$ cat src/rtl/rvc_pkg.sv
// Shared RV32/RVC encodings, state type and output payload for the RVC packer.
package rvc_pkg;

  localparam int unsigned XLEN = 32;
  localparam int unsigned CLEN = 16;
  localparam int unsigned SLEN = 4;

  // RV32 major opcodes
  localparam logic [6:0] OP_IMM = 7'h13;
  localparam logic [6:0] OP     = 7'h33;
  localparam logic [6:0] LOAD   = 7'h03;
  localparam logic [6:0] STORE  = 7'h23;
  localparam logic [6:0] JALR   = 7'h67;

  // RV32 funct3 values used by the compressible forms
  localparam logic [2:0] F3_ADD = 3'b000;
  localparam logic [2:0] F3_SLL = 3'b001;
  localparam logic [2:0] F3_W   = 3'b010;

  // RVC quadrants
  localparam logic [1:0] Q0 = 2'b00;
  localparam logic [1:0] Q1 = 2'b01;
  localparam logic [1:0] Q2 = 2'b10;

  // RVC funct3 values
  localparam logic [2:0] CF3_ADDI4SPN = 3'b000;
  localparam logic [2:0] CF3_LW       = 3'b010;
  localparam logic [2:0] CF3_SW       = 3'b110;
  localparam logic [2:0] CF3_ADDI     = 3'b000;
  localparam logic [2:0] CF3_LI       = 3'b010;
  localparam logic [2:0] CF3_SLLI     = 3'b000;
  localparam logic [2:0] CF3_LWSP     = 3'b010;
  localparam logic [2:0] CF3_SWSP     = 3'b110;
  localparam logic [2:0] CF3_CR       = 3'b100;

  localparam logic [CLEN-1:0] C_NOP = 16'h0001;

  localparam logic [SLEN-1:0] WSTRB_FULL = 4'b1111;
  localparam logic [SLEN-1:0] WSTRB_LO   = 4'b0011;

  typedef enum logic [0:0] {
    RUN   = 1'b0,
    FLUSH = 1'b1
  } state_e;

  typedef struct packed {
    logic [XLEN-1:0] data;
    logic [SLEN-1:0] wstrb;
  } out_word_t;

  // Register is one of x8..x15 (3-bit RVC register field)
  function automatic logic is_creg(input logic [4:0] r);
    return r[4:3] == 2'b01;
  endfunction

  // 12-bit immediate fits a signed 6-bit field
  function automatic logic fits_simm6(input logic [11:0] imm);
    return (imm[11:5] == 7'h00) || (imm[11:5] == 7'h7F);
  endfunction

endpackage

$ cat src/rtl/rvc_packer_if.sv
// Instruction-in / packed-word-out stream bundle for the RVC packer.
interface rvc_packer_if;

  logic                       in_valid;
  logic                       in_ready;
  logic [rvc_pkg::XLEN-1:0]   in_insn;
  logic                       in_last;
  logic                       out_valid;
  logic                       out_ready;
  logic [rvc_pkg::XLEN-1:0]   out_data;
  logic [rvc_pkg::SLEN-1:0]   out_wstrb;

  modport slave (
    input  in_valid, in_insn, in_last, out_ready,
    output in_ready, out_valid, out_data, out_wstrb
  );

  modport master (
    output in_valid, in_insn, in_last, out_ready,
    input  in_ready, out_valid, out_data, out_wstrb
  );

endinterface

$ cat src/rtl/rvc_compress.sv
// Combinational RV32I -> RVC re-encoder; is_c flags a valid 16-bit parcel.
module rvc_compress
  import rvc_pkg::*;
#(
  parameter bit COMPRESSED_ISA = 1'b1
) (
  input  logic [XLEN-1:0] insn,
  output logic            is_c,
  output logic [CLEN-1:0] c16
);

  logic [6:0]  opc;
  logic [4:0]  rd;
  logic [4:0]  rs1;
  logic [4:0]  rs2;
  logic [2:0]  f3;
  logic [6:0]  f7;
  logic [11:0] imm_i;
  logic [11:0] imm_s;
  logic        hit;
  logic [CLEN-1:0] enc;

  // Match the compressible forms in priority order and build the parcel
  always_comb begin
    opc   = insn[6:0];
    rd    = insn[11:7];
    f3    = insn[14:12];
    rs1   = insn[19:15];
    rs2   = insn[24:20];
    f7    = insn[31:25];
    imm_i = insn[31:20];
    imm_s = {insn[31:25], insn[11:7]};
    hit   = 1'b0;
    enc   = '0;

    if (opc == OP_IMM && f3 == F3_ADD && rd != 5'd0 && rs1 == 5'd0 && fits_simm6(imm_i)) begin
      hit = 1'b1;
      enc = {CF3_LI, imm_i[5], rd, imm_i[4:0], Q1};
    end else if (opc == OP_IMM && f3 == F3_ADD && rd != 5'd0 && rs1 == rd &&
                 imm_i != 12'd0 && fits_simm6(imm_i)) begin
      hit = 1'b1;
      enc = {CF3_ADDI, imm_i[5], rd, imm_i[4:0], Q1};
    end else if (opc == OP_IMM && f3 == F3_ADD && is_creg(rd) && rs1 == 5'd2 &&
                 imm_i[11:10] == 2'b00 && imm_i[1:0] == 2'b00 && imm_i[9:2] != 8'd0) begin
      hit = 1'b1;
      enc = {CF3_ADDI4SPN, imm_i[5:4], imm_i[9:6], imm_i[2], imm_i[3], rd[2:0], Q0};
    end else if (opc == LOAD && f3 == F3_W && is_creg(rd) && is_creg(rs1) &&
                 imm_i[11:7] == 5'd0 && imm_i[1:0] == 2'b00) begin
      hit = 1'b1;
      enc = {CF3_LW, imm_i[5:3], rs1[2:0], imm_i[2], imm_i[6], rd[2:0], Q0};
    end else if (opc == STORE && f3 == F3_W && is_creg(rs2) && is_creg(rs1) &&
                 imm_s[11:7] == 5'd0 && imm_s[1:0] == 2'b00) begin
      hit = 1'b1;
      enc = {CF3_SW, imm_s[5:3], rs1[2:0], imm_s[2], imm_s[6], rs2[2:0], Q0};
    end else if (opc == LOAD && f3 == F3_W && rd != 5'd0 && rs1 == 5'd2 &&
                 imm_i[11:8] == 4'd0 && imm_i[1:0] == 2'b00) begin
      hit = 1'b1;
      enc = {CF3_LWSP, imm_i[5], rd, imm_i[4:2], imm_i[7:6], Q2};
    end else if (opc == STORE && f3 == F3_W && rs1 == 5'd2 &&
                 imm_s[11:8] == 4'd0 && imm_s[1:0] == 2'b00) begin
      hit = 1'b1;
      enc = {CF3_SWSP, imm_s[5:2], imm_s[7:6], rs2, Q2};
    end else if (opc == OP_IMM && f3 == F3_SLL && f7 == 7'd0 && rd != 5'd0 &&
                 rs1 == rd && rs2 != 5'd0) begin
      hit = 1'b1;
      enc = {CF3_SLLI, 1'b0, rd, rs2, Q2};
    end else if (opc == OP && f3 == F3_ADD && f7 == 7'd0 && rd != 5'd0 &&
                 rs1 == 5'd0 && rs2 != 5'd0) begin
      hit = 1'b1;
      enc = {CF3_CR, 1'b0, rd, rs2, Q2};
    end else if (opc == OP && f3 == F3_ADD && f7 == 7'd0 && rd != 5'd0 &&
                 rs1 == rd && rs2 != 5'd0) begin
      hit = 1'b1;
      enc = {CF3_CR, 1'b1, rd, rs2, Q2};
    end else if (opc == JALR && f3 == 3'b000 && rd == 5'd0 && rs1 != 5'd0 &&
                 imm_i == 12'd0) begin
      hit = 1'b1;
      enc = {CF3_CR, 1'b0, rs1, 5'd0, Q2};
    end

    is_c = COMPRESSED_ISA && hit;
    c16  = enc;
  end

endmodule

$ cat src/rtl/rvc_packer.sv
// Compresses an RV32I instruction stream and packs parcels into 32-bit code words.
module rvc_packer
  import rvc_pkg::*;
#(
  parameter bit              COMPRESSED_ISA = 1'b1,
  parameter logic [CLEN-1:0] C_NOP_PAD      = C_NOP
) (
  input  logic             clk,
  input  logic             resetn,
  rvc_packer_if.slave      io,
  output logic [XLEN-1:0]  count_in,
  output logic [XLEN-1:0]  count_comp
);

  state_e          state_q, state_d;
  logic [CLEN-1:0] hold_q, hold_d;
  logic            hold_v_q, hold_v_d;
  out_word_t       out_q, out_d;
  logic            out_valid_q, out_valid_d;
  logic [XLEN-1:0] count_in_q, count_in_d;
  logic [XLEN-1:0] count_comp_q, count_comp_d;

  logic            is_c;
  logic [CLEN-1:0] c16;
  logic            out_free;
  logic            in_ready_c;
  logic            accept;

  rvc_compress #(
    .COMPRESSED_ISA(COMPRESSED_ISA)
  ) u_compress (
    .insn (io.in_insn),
    .is_c (is_c),
    .c16  (c16)
  );

  // Next-state: flush beat, hold-buffer packing and counters
  always_comb begin
    out_free     = !out_valid_q || io.out_ready;
    in_ready_c   = (state_q == RUN) && out_free;
    accept       = io.in_valid && in_ready_c;
    state_d      = state_q;
    hold_d       = hold_q;
    hold_v_d     = hold_v_q;
    out_d        = out_q;
    out_valid_d  = out_valid_q && !io.out_ready;
    count_in_d   = count_in_q;
    count_comp_d = count_comp_q;

    if (state_q == FLUSH) begin
      if (out_free) begin
        out_valid_d = 1'b1;
        out_d.data  = {C_NOP_PAD, hold_q};
        out_d.wstrb = WSTRB_LO;
        hold_v_d    = 1'b0;
        state_d     = RUN;
      end
    end else if (accept) begin
      count_in_d = count_in_q + 32'd1;
      if (is_c) begin
        count_comp_d = count_comp_q + 32'd1;
      end
      case ({hold_v_q, is_c})
        2'b01: begin
          if (io.in_last) begin
            out_valid_d = 1'b1;
            out_d.data  = {C_NOP_PAD, c16};
            out_d.wstrb = WSTRB_LO;
          end else begin
            hold_d   = c16;
            hold_v_d = 1'b1;
          end
        end
        2'b00: begin
          out_valid_d = 1'b1;
          out_d.data  = io.in_insn;
          out_d.wstrb = WSTRB_FULL;
        end
        2'b11: begin
          out_valid_d = 1'b1;
          out_d.data  = {c16, hold_q};
          out_d.wstrb = WSTRB_FULL;
          hold_v_d    = 1'b0;
        end
        default: begin
          // Misaligned 32-bit: low half completes this word, high half is held
          out_valid_d = 1'b1;
          out_d.data  = {io.in_insn[15:0], hold_q};
          out_d.wstrb = WSTRB_FULL;
          hold_d      = io.in_insn[31:16];
          if (io.in_last) begin
            state_d = FLUSH;
          end
        end
      endcase
    end
  end

  // State, hold buffer, output register and counters
  always_ff @(posedge clk or negedge resetn) begin
    if (!resetn) begin
      state_q      <= RUN;
      hold_q       <= '0;
      hold_v_q     <= 1'b0;
      out_q        <= '0;
      out_valid_q  <= 1'b0;
      count_in_q   <= '0;
      count_comp_q <= '0;
    end else begin
      state_q      <= state_d;
      hold_q       <= hold_d;
      hold_v_q     <= hold_v_d;
      out_q        <= out_d;
      out_valid_q  <= out_valid_d;
      count_in_q   <= count_in_d;
      count_comp_q <= count_comp_d;
    end
  end

  assign io.in_ready  = in_ready_c;
  assign io.out_valid = out_valid_q;
  assign io.out_data  = out_q.data;
  assign io.out_wstrb = out_q.wstrb;
  assign count_in     = count_in_q;
  assign count_comp   = count_comp_q;

endmodule

$ cat src/flat_wrapper.sv
// flat-port wrapper written by rule: the top's interface ports become plain ports
module rvc_packer_flat import rvc_pkg::*;
#(
  parameter bit              COMPRESSED_ISA = 1'b1,
  parameter logic [CLEN-1:0] C_NOP_PAD      = C_NOP
)
  (clk, resetn, count_in, count_comp, io_in_valid, io_in_insn, io_in_last, io_out_ready, io_in_ready, io_out_valid, io_out_data, io_out_wstrb);
  rvc_packer_if io_i ();
  input  logic clk;
  input  logic resetn;
  output logic [XLEN-1:0] count_in;
  output logic [XLEN-1:0] count_comp;
  input wire logic [$bits(io_i.in_valid)-1:0] io_in_valid;
  input wire logic [$bits(io_i.in_insn)-1:0] io_in_insn;
  input wire logic [$bits(io_i.in_last)-1:0] io_in_last;
  input wire logic [$bits(io_i.out_ready)-1:0] io_out_ready;
  output wire logic [$bits(io_i.in_ready)-1:0] io_in_ready;
  output wire logic [$bits(io_i.out_valid)-1:0] io_out_valid;
  output wire logic [$bits(io_i.out_data)-1:0] io_out_data;
  output wire logic [$bits(io_i.out_wstrb)-1:0] io_out_wstrb;
  assign io_i.in_valid = io_in_valid;
  assign io_i.in_insn = io_in_insn;
  assign io_i.in_last = io_in_last;
  assign io_i.out_ready = io_out_ready;
  assign io_in_ready = io_i.in_ready;
  assign io_out_valid = io_i.out_valid;
  assign io_out_data = io_i.out_data;
  assign io_out_wstrb = io_i.out_wstrb;
  rvc_packer #(.COMPRESSED_ISA(COMPRESSED_ISA), .C_NOP_PAD(C_NOP_PAD)) u_core (.clk(clk), .resetn(resetn), .io(io_i), .count_in(count_in), .count_comp(count_comp));
endmodule
$ cat config.mk
export PLATFORM = sky130hd
export DESIGN_NAME = rvc_packer_flat
export DESIGN_NICKNAME = d
export VERILOG_FILES = /design/src/rtl/rvc_pkg.sv /design/src/rtl/rvc_packer_if.sv /design/src/rtl/rvc_compress.sv /design/src/rtl/rvc_packer.sv /design/src/flat_wrapper.sv
export SDC_FILE = /design/constraint.sdc
export NUM_CORES = 1
export LEC_CHECK = 0
export ABC_AREA = 1
export BUFFER_PORTS_ARGS = -buffer_cell sky130_fd_sc_hd__buf_2
export CAP_MARGIN = 30
export CORE_ASPECT_RATIO = 0.9
export CORE_UTILIZATION = 30
export CTS_CLUSTER_DIAMETER = 50
export DETAILED_ROUTE_END_ITERATION = 7
export HOLD_SLACK_MARGIN = 0.02
export SLEW_MARGIN = 20
export SYNTH_ARGS = -nofsm -noshare
export SYNTH_HDL_FRONTEND = slang
export SYNTH_SLANG_ARGS = --single-unit
$ cat constraint.sdc
create_clock -name clk -period 2.5 [get_ports clk]
set_input_delay 0.125 -clock clk [delete_from_list [all_inputs] [get_ports clk]]
set_output_delay 0.125 -clock clk [all_outputs]
set_load 0.01 [all_outputs]
; ---- Yosys cells after proc, flatten, opt, wreduce, memory -nomap -nowiden
; Cells that the tools add are included.
[op_classes]
addsub = 2
eq_ne = 19
n_mux = 44
bitwise_logic = 2
reduce_logical = 77
[op_table]
columns = op, n
row1 = $mux W16, 12
row2 = $mux W36, 4
row3 = $pmux W36 S3, 1
row4 = $add A32 B1 Y32 const B, 2
row5 = $logic_and A1 B1 Y1, 48
row6 = $pmux W16 S2, 1
row7 = $mux W1, 25
row8 = $logic_not A5 Y1, 3
row9 = $reduce_bool A5 Y1, 3
row10 = $eq A7 B6 Y1 const B, 2
row11 = $eq A7 B7 Y1 const B, 2
row12 = $logic_not A12 Y1, 1
row13 = $reduce_bool A12 Y1, 1
row14 = $eq A2 B1 Y1 const B, 4
row15 = $logic_not A2 Y1, 4
row16 = $reduce_and A4 Y1, 2
row17 = $reduce_bool A8 Y1, 1
row18 = $eq A7 B2 Y1 const B, 1
row19 = $eq A7 B5 Y1 const B, 1
row20 = $logic_not A7 Y1, 1
row21 = $ne A3 B2 Y1 const B, 2
row22 = $reduce_and A3 Y1, 2
row23 = $eq A5 B2 Y1 const B, 1
row24 = $eq A5 B5 Y1, 1
row25 = other kinds (15), 19
[word_totals]
register_bits = 119
in_bits = 37
output_inout_bits = 102
elab_cells = 152

; ---- Longest topological paths before layout
; Gate-level depths: netlist of run 1.
[depth]
word_depth = 21
ltp_mapped = 23
depth_no_buf = 22

; ---- Cells and area by module
; A second synthesis of run 1 with hierarchy kept.
[hier_totals]
cells_unflattened = 1112
hier_area_um2 = 7652.3
[modules_own_cells]
columns = module, instances, cells_per_inst, area_each_um2, seq_area_each_um2
row1 = rvc_packer, 1, 886, 6507.5, 2927.8
row2 = rvc_compress, 1, 226, 1144.8, 0.0

; ---- Worst setup path before layout of run 1
; No wires, ideal clock.
[synth_path]
path_type = input to register
from = input port io_in_insn[11]
to = register u_core.out_q, in the netlist u_core.io.out_data[27]
setup_ns = 0.066
arrival_time_ns = 2.751
t_required_ns = 2.434
slack_ns = -0.317
cell_stages = 21
path_buffers = 1
cell_sequence = nor2_1 -> nand3_4 -> nand2_1 -> inv_1 -> nand4_2 -> nand2_2 -> inv_2 -> nand2_4 -> nor2_2 -> nand2_4 -> ha_1 -> buf_2 -> inv_2 -> o21ai_0 -> a21oi_2 -> inv_2 -> nor2_1 -> inv_2 -> a21oi_1 -> o21ai_1 -> nand2_1
[synth_via]
elab_chain_cells = 19
elab_cells_between_ends = 64
classes_between = 5 x eq/ne / 25 x mux / 34 x reduce/logical
[synth_lines]
columns = item, line
row1 = start: declaration, flat_wrapper.sv:14  ; input wire logic [$bits(io_i.in_insn)-1:0] io_in_insn;
row2 = $logic_not A5 Y1, rvc_compress.sv:75  ; end else if (opc == JALR && f3 == 3'b000 && rd == 5'd0 && rs1 != 5'd0 &&
row3 = $logic_and A1 B1 Y1 (3 in a row), rvc_compress.sv:75
row4 = $mux W1, rvc_compress.sv:75
row5 = $mux W1, rvc_compress.sv:71  ; end else if (opc == OP && f3 == F3_ADD && f7 == 7'd0 && rd != 5'd0 &&
row6 = $mux W1, rvc_compress.sv:67  ; end else if (opc == OP && f3 == F3_ADD && f7 == 7'd0 && rd != 5'd0 &&
row7 = $mux W1, rvc_compress.sv:63  ; end else if (opc == OP_IMM && f3 == F3_SLL && f7 == 7'd0 && rd != 5'd0 &&
row8 = $mux W1, rvc_compress.sv:59  ; end else if (opc == STORE && f3 == F3_W && rs1 == 5'd2 &&
row9 = $mux W1, rvc_compress.sv:55  ; end else if (opc == LOAD && f3 == F3_W && rd != 5'd0 && rs1 == 5'd2 &&
row10 = $mux W1, rvc_compress.sv:51  ; end else if (opc == STORE && f3 == F3_W && is_creg(rs2) && is_creg(rs1) &&
row11 = $mux W1, rvc_compress.sv:47  ; end else if (opc == LOAD && f3 == F3_W && is_creg(rd) && is_creg(rs1) &&
row12 = $mux W1, rvc_compress.sv:43  ; end else if (opc == OP_IMM && f3 == F3_ADD && is_creg(rd) && rs1 == 5'd2 &&
row13 = $mux W1, rvc_compress.sv:39  ; end else if (opc == OP_IMM && f3 == F3_ADD && rd != 5'd0 && rs1 == rd &&
row14 = $mux W1, rvc_compress.sv:36  ; if (opc == OP_IMM && f3 == F3_ADD && rd != 5'd0 && rs1 == 5'd0 && fits_simm6(imm_i)) begin
row15 = "$eq A2 B2 Y1, or another cell as far along", rvc_packer.sv:63  ; case ({hold_v_q, is_c})
row16 = $pmux W36 S3, rvc_packer.sv:63
row17 = $mux W36, rvc_packer.sv:58  ; end else if (accept) begin
row18 = $mux W36, rvc_packer.sv:50  ; if (state_q == FLUSH) begin
row19 = end signal: assignment, rvc_packer.sv:113  ; out_q <= out_d;
row20 = end: declaration, rvc_packer.sv:18  ; out_word_t out_q, out_d;
; Several ways; a longest one is shown, not always the timed one. The select of a mux whose other input is x is not followed.
; A chain may end at the register's enable or synchronous reset.

; ---- Worst setup path after layout of run 1
[layout_path]
from = input port io_in_insn[30]
to = register u_core.hold_q[1]
[layout_via]
elab_chain_cells = 19
elab_cells_between_ends = 64
classes_between = 4 x eq/ne / 24 x mux / 1 x bitwise / 35 x reduce/logical
[layout_lines]
columns = item, line
row1 = $logic_not A7 Y1, --
row2 = $logic_and A1 B1 Y1 (2 in a row), "rvc_compress.sv:67, rvc_compress.sv:71"
row3 = $logic_and A1 B1 Y1, rvc_compress.sv:71
row4 = $logic_and A1 B1 Y1, rvc_compress.sv:72  ; rs1 == rd && rs2 != 5'd0) begin
row5 = $mux W1, rvc_compress.sv:71
row6 = $mux W1, rvc_compress.sv:67
row7 = $mux W1, rvc_compress.sv:63
row8 = $mux W1, rvc_compress.sv:59
row9 = (+2 left out), --
row10 = $mux W1, rvc_compress.sv:47
row11 = $mux W1, rvc_compress.sv:43
row12 = $mux W1, rvc_compress.sv:39
row13 = $mux W1, rvc_compress.sv:36
row14 = $eq A2 B2 Y1 or $logic_not A2 Y1 (tied branches), rvc_packer.sv:63
row15 = $reduce_or A2 Y1 (no source line), --
row16 = $not A1 Y1 (no source line), --
row17 = $reduce_and A4 Y1 (no source line), --
row18 = end signal: assignment, rvc_packer.sv:111  ; hold_q <= hold_d;
row19 = end: declaration, rvc_packer.sv:16  ; logic [CLEN-1:0] hold_q, hold_d;
; Several ways; a longest one is shown, not always the timed one. The select of a mux whose other input is x is not followed.

==> run metrics, run 1 <==
FF-to-FF Start u_core.state_q$_DFF_PN0_; Crit path depth 17; Util after Layout roughly 42%; final weighted congestion in routability-driven placement 0.9897; Cells on Worst Hold Path 4; Nets 1390; Final ANT Viol Nets 0; Syn Nets 1103; slowest stage delay, CP 280 ps; vias per std cell ~4.9; CTS root buf clkbuf_16; Hold WC Path Type input port to flip-flop; #FFs+latches synth about 120; TritonRoute pass-1 iters 5; Finished Layout Cells 1700; Hold Violations, Final 0; clk_lat worst skew around 420 ps; IR drop worst, VDD ~0.33 mV; H-tree depth 4; LEAKAGE ~5.5 nW; clock sinks roughly 120; outcome finished, final reports clean; Die ar. between 20000 and 30000 µm²; Commonest cells post-synth 286 x nand2_1, 117 x dfrtp_1, 107 x nor2_1, 90 x inv_1, 70 x nand3_1; Total GRT Usage 21.55%; core area about 25000 µm²; TritonCTS buffer count 17; Synth Instances approximately 1100; Tmin final 2301 ps; GRT overflow 0; CP Class input port to flip-flop; sequential share of the synthesized area 37.81%; kind of cell adding the most delay to the critical path simple AND/OR/NAND/NOR gates; worst r2r dst u_core.count_in[26]$_DFFE_PN0P_; vias in the first global route 7864; CP max-delay cell clkinvlp_4; Worst Path Arrival between 2000 and 3000 ps; Final setup viols 0; Post-CTS Setup Bufs 0; clock share of power 34.0%; crit path capture u_core.hold_q[1]$_DFFE_PN0P_; CTS tree built; Setup TNS Final 0 ps; Max-slew headroom between 70% and 80%; Synth async-reset ratio between 90% and 100%; post-synth cell types 48; I/O pin cnt 139; Area contributors post-synth dfrtp_1 38%, nand2_1 14%, nor2_1 5.2%; Via Count between 8000 and 9000; Main synth FF type dfrtp_1; Syn. warnings 0; first-pass GRT wire length 43790 µm; area delta synth->final 38.21%; Worst EP required ~2800 ps; Post-Place Cells between 1500 and 2000; Peak Freq between 0.4 and 0.5 GHz; Site Rows between 50 and 60; CP startpoint io_in_insn[30]; Initial DRC Count between 600 and 700; Critical path buffers and inverters 4; Pint just over 5 mW; Antenna Diode Count 0; Synth area leader dfrtp_1; reg-to-reg setup timing slack 330 ps; Starting Density slightly above 30%; dpl hpwl about 22000 µm; Synth Cell Area just under 8000 µm²; largest net degree at the start of global routing 63; wire per inst 16.34 µm; Psw approximately 2.7 mW; Die X 171.4 µm; Max FO, Critical Path 11; crit-path most repeated cell nor2_2; sw frac a little over a third; Worst Tran Pin Value 422.9 ps; crit-path cells buf_2, nor2_2, nand2_2, inv_1, nand3_1, nor2_2, nor2_2, nand2_4, nor2_4, nand2_4, ha_2, buf_4, a21oi_1, nand2_1, clkinvlp_4, nor2_1, a21oi_1; Worst-path clk slew roughly 60 ps; MaxCap Viol Count 0; Post-route DRC 0; clk_skew roughly 15 ps; Total Power around 7.8 mW; die extent in y 154.4 µm; EDFF count, synth 0; cells on worst reg2reg path 10; cell with the most instances after synthesis nand2_1; Slew Viols, Final 0; syn avg cell area around 7.3 µm²; Port Buf Inserts 138; CTS Buffer Depth 2; Worst setup SP type input port; final period utilization a little over 90%; share of layout cells above drive strength 1 a little under a third; sequential share of power between 30% and 40%; Setup crit end kind flip-flop; post-synth top area share ~38%; WL final 27790 µm; Comb power frac between 30% and 40%; initial antenna violation count 0; Power Dens Cells between 700 and 800 nW/µm²
[layout by cell type, fill, tap and decap left out, drive strengths merged, types with 2 or more instances in the layout]
cell,Yosys,final
a21boi,2,2
a21oi,63,63
a221oi,17,17
a22oi,5,5
a31oi,2,2
buf,11,297
bufinv,0,4
clkbuf,20,18
clkinv,0,7
clkinvlp,0,4
dfrtp,117,117
dlygate4sd3,0,2
ha,8,8
inv,108,107
nand2,297,297
nand3,75,75
nand3b,4,4
nand4,35,35
nor2,133,133
nor3,38,38
nor3b,2,2
nor4,10,10
o211ai,3,3
o21ai,41,41
o221ai,2,2
or2,2,2
xnor2,19,19
xor2,41,41
[worst register-to-register path, cell delays in order, from the launching register on]
cell	delay (ps)
dfrtp_1	500
nor2_4	190
nand2_4	150
nor2_2	140
nand2_1	90
nor3_1	170
nand4_1	180
nor2_1	180
nand3_1	180
nor2_1	180
xor2_1	160
[power by group through the flow]
stage          clock (mW)  sequential [mW]  combinational [mW]
4_1_cts              2.69             2.66                2.44
5_1_grt              2.79             2.72                2.75
3_3_place_gp            0             2.68                2.40
6_report             2.64             2.66                2.45
3_5_place_dp            0             2.69                2.42
2_1_floorplan           0             2.77                1.18
[flip-flops by register name (all words and copies together) (netlist names)]
signal and flops:
u_core.io.out_data 32, u_core.io.out_valid 1, u_core.io.out_wstrb 2, u_core.hold_q 16, u_core.state_q 1, u_core.count_in 32, u_core.count_comp 32, u_core.hold_v_q 1
[layer usage]
| metal | global-route usage, % | share of wire, % | up-vias |
|---|---|---|---|
| met1 | 31.74 | 49 | 3885 |
| li1 | - | - | 4083 |
| met3 | 4.657 | 7.3 | 23 |
| met5 | 0 | 0 | - |
| met2 | 31.63 | 43 | 288 |
| met4 | 5.230 | 1.4 | 0 |
[worst min-delay path by stage]
stage                                                   end    startpoint
after floorplan            u_core.count_comp[0]$_DFFE_PN0P_        resetn
after global placement    u_core.count_comp[31]$_DFFE_PN0P_        resetn
after detailed placement  u_core.count_comp[31]$_DFFE_PN0P_        resetn
after CTS                     u_core.io.out_valid$_DFF_PN0_  io_out_ready
after global routing          u_core.io.out_valid$_DFF_PN0_  io_out_ready
final                         u_core.io.out_valid$_DFF_PN0_  io_out_ready
[through the flow]
step	setup slack [ps]	hold WS, ps	instance area, µm²
floorplan	0.3548	-170.6	7789
global placement	-224.6	51.38	10010
detailed placement	-245.4	57.53	10010
CTS	178.7	71.84	10680
global route	-10.60	109.4	10700
finish	199.3	87.16	10700
[cell type report]
type                    instances  area [µm²]
fillers                      2625       14550
inverters                     108       419.2
multi-input cells             802        4299
repair buffers                299        1986
well taps                     342       427.9
flip-flops and latches        117        2928
clock buffers                  18       439.2
clock inverters                14       203.9
[logic make-up after synthesis]
family                   synth area share, %
AND/OR/NAND/NOR                        36.21
flip-flops                             37.81
adder cells (fa/ha/maj)                1.293
XOR/XNOR                               6.786
buffers and inverters                  7.384
AO/OA/AOI/OAI                          10.52
[what timing repair did]
action                                 4_1_cts  5_1_grt
endpoints found under the hold margin       59        0
setup endpoints to repair                    0       24
gates resized for setup                      0        9
hold buffers                                 2        0
No activity file was read; power rests on OpenSTA's default activity.
==> inputs of run 2 (changes only) <==
--- a/config.mk
+++ b/config.mk
@@ -5,7 +5,6 @@
 export SDC_FILE = /design/constraint.sdc
 export NUM_CORES = 1
 export LEC_CHECK = 0
-export ABC_AREA = 1
 export BUFFER_PORTS_ARGS = -buffer_cell sky130_fd_sc_hd__buf_2
 export CAP_MARGIN = 30
 export CORE_ASPECT_RATIO = 0.9
==> run metrics, run 2 <==
outcome complete, but fails checks; failing checks setup timing; Synth area leader dfrtp_1; Cells on Worst Hold Path 3; EDFF count, synth 0; Final ANT Viol Nets 0; Synth Cell Area 6802 µm²; commonest non-fill, non-tap cell in the layout buf_4; final weighted congestion in routability-driven placement 0.9462; LEAKAGE between 4 and 5 nW; syn avg cell area ~9 µm²; WL final approximately 27000 µm; sequential cell area 2928 µm²; I/O pin cnt 139; Synth async-reset ratio 100.0%; worst r2r dst u_core.count_in[31]$_DFFE_PN0P_; Starting Density a little under a third; sequential share of the synthesized area around 43%; Slew Viols, Final 0; Peak Freq 0.3715 GHz; area delta synth->final 50.09%; Final setup viols 21; GRT overflow 0; Max FO, Critical Path 6; TritonCTS buffer count 17; CTS Buffer Depth 2; IR drop worst, VDD slightly below 0.4 mV; Synth Instances 753; cell with the most instances after synthesis dfrtp_1; Port Buf Inserts approximately 140; Syn. warnings 0; Antenna Diode Count 0; area of the multi-input gates roughly 4000 µm²; CTS root buf clkbuf_16; clock sinks 117; dpl hpwl slightly below 20000 µm; Worst Path Arrival between 2000 and 3000 ps; fin area 10210 µm²; Worst setup SP type input port; post-synth top area share between 40% and 50%; Nets about 1100; Hold EP u_core.state_q$_DFF_PN0_; Power Dens Cells between 500 and 600 nW/µm²; wire per inst 19.52 µm; core area 21950 µm²; clk_skew approximately 10 ps; Commonest cells post-synth 117 x dfrtp_1, 87 x nand2_1, 60 x nor2_1, 46 x o21ai_0, 45 x nand3_1; post-synth cell types 70; most frequent cells in the layout 172 x buf_4, 134 x buf_2, 117 x dfrtp_1, 81 x nand2_1, 56 x nor2_1; pre-CTS setup slack -849.4 ps; CP Class input port to flip-flop; Syn Nets approximately 800; MaxCap Viol Count 0; initial antenna violation count 1; Die X between 150 and 200 µm; reg-to-reg setup timing slack 270 ps; Worst-path clk slew around 70 ps; Max-slew headroom between 50% and 60%; #FFs+latches synth between 100 and 150; Cell Area, Placed a little over 9000 µm²; Site Rows ~50; Post-route DRC 0; CTS tree built; cells on worst reg2reg path 7; Total GRT Usage a little under a quarter; Setup crit end kind flip-flop; vias in the first global route around 6900; Main synth FF type dfrtp_1; final period utilization 107.7%; Worst EP required about 2800 ps; clk_lat worst skew 420 ps; HP Start io_out_ready; Area contributors post-synth dfrtp_1 43%, nand2_1 4.8%, xnor2_1 4.8%; largest net degree at the start of global routing between 50 and 60; FF-to-FF Start u_core.count_in[6]$_DFFE_PN0P_; die extent in y 144.8 µm; first-pass GRT wire length 39700 µm; share of layout cells above drive strength 1 40.84%; Hold Violations, Final 0; setup ws final -192.1 ps; Initial DRC Count 584; Fill cells ~2100; vias per std cell ~5.3; Hold WC Path Type input port to flip-flop; H-tree depth 4; Worst Tran Pin Value ~630 ps; Tmin final ~2700 ps; Via Count 7294; Die ar. around 23000 µm²; TritonRoute pass-1 iters 5; unrepaired setup endpoints after global routing yes
==> run 2: cells by family (layout without fill, tap and decap cells) <==
group           after synthesis  count (layout)  synth area share, %
fa+ha+maj                     8               8                1.472
buf+inv                      54             375                3.403
flops                       117             117                43.05
xor+xnor                     67              67                8.628
compound gates              182             182                18.27
simple gates                322             323                24.72
mux                           3               3               0.4599
==> run 2: worst max path at each step <==
| stage | end | slack [ps] | depth (start not counted) | start |
|---|---|---|---|---|
| after floorplan | u_core.io.out_data[7]$_DFFE_PN0P_ | -600 | 16 | io_in_insn[7] |
| after global placement | u_core.io.out_data[12]$_DFFE_PN0P_ | -870 | 15 | io_in_insn[11] |
| after detailed placement | u_core.io.out_data[12]$_DFFE_PN0P_ | -850 | 15 | io_in_insn[11] |
| after CTS | u_core.io.out_data[8]$_DFFE_PN0P_ | -150 | 15 | io_in_insn[8] |
| after global routing | u_core.io.out_data[10]$_DFFE_PN0P_ | -270 | 15 | io_in_insn[7] |
| final | u_core.io.out_data[10]$_DFFE_PN0P_ | -190 | 14 | io_in_insn[7] |
==> run 2: what timing repair did <==
item                       CTS  global route
setup endpoints to repair   50            49
setup buffers                9             6
hold buffers                 3             0
gates cloned                 1             3
hold endpoints to repair    42             0
pin swaps                   20            14
gates resized for setup     42            61
==> run 2: metal layers <==
| metal | up-vias | part of all wire (%) | GRT usage, % |
|---|---|---|---|
| li1 | 3380 | - | - |
| met1 | 3563 | 46 | 32.32 |
| met2 | 306 | 45 | 33.54 |
| met3 | 43 | 7.3 | 5.215 |
| met4 | 2 | 2.0 | 6.604 |
| met5 | - | 0.030 | 0 |
==> run 2: report_power, final <==
group          switching (mW)  internal, mW  total [mW]
registers               0.113          2.01        2.12
clock network            1.11          1.33        2.44
logic                   0.452         0.359       0.811
==> run 2: worst max-delay path, cell delays in order <==
cell and delay (ps):
buf_6 90, or4_4 590, o211ai_2 210, a211o_1 180, nand3_2 70, or3_4 420, ha_4 190, nand2b_4 90
a21oi_2 70, or2_4 270, buf_6 140, or3_1 360, o21ai_1 100, a21oi_1 50
==> run 2: final cells by class <==
type | instances | share of cell area, %
inverter | 15 | 0.6006
sequential | 117 | 28.68
tap | 291 | 3.567
clock buffer | 17 | 4.167
timing repair buffer | 328 | 22.29
clock inverter | 15 | 1.532
multi-input combinational | 583 | 39.16
==> run 2: stage by stage <==
stage / TNS, ps / hold WS, ps / utilization (%) / power, mW / std cells
3_3_place_gp: -32110 / 182.4 / 41.25 / 2.898 / 1312
4_1_cts: -2210 / 38.50 / 45.07 / 5.392 / 1357
5_1_grt: -4626 / 76.05 / 46.51 / 5.595 / 1366
6_report: -1887 / 51.84 / 46.51 / 5.375 / 1366
2_1_floorplan: -19980 / -170.6 / - / 2.451 / 753
3_5_place_dp: -34390 / 187.4 / 41.25 / 2.904 / 1312
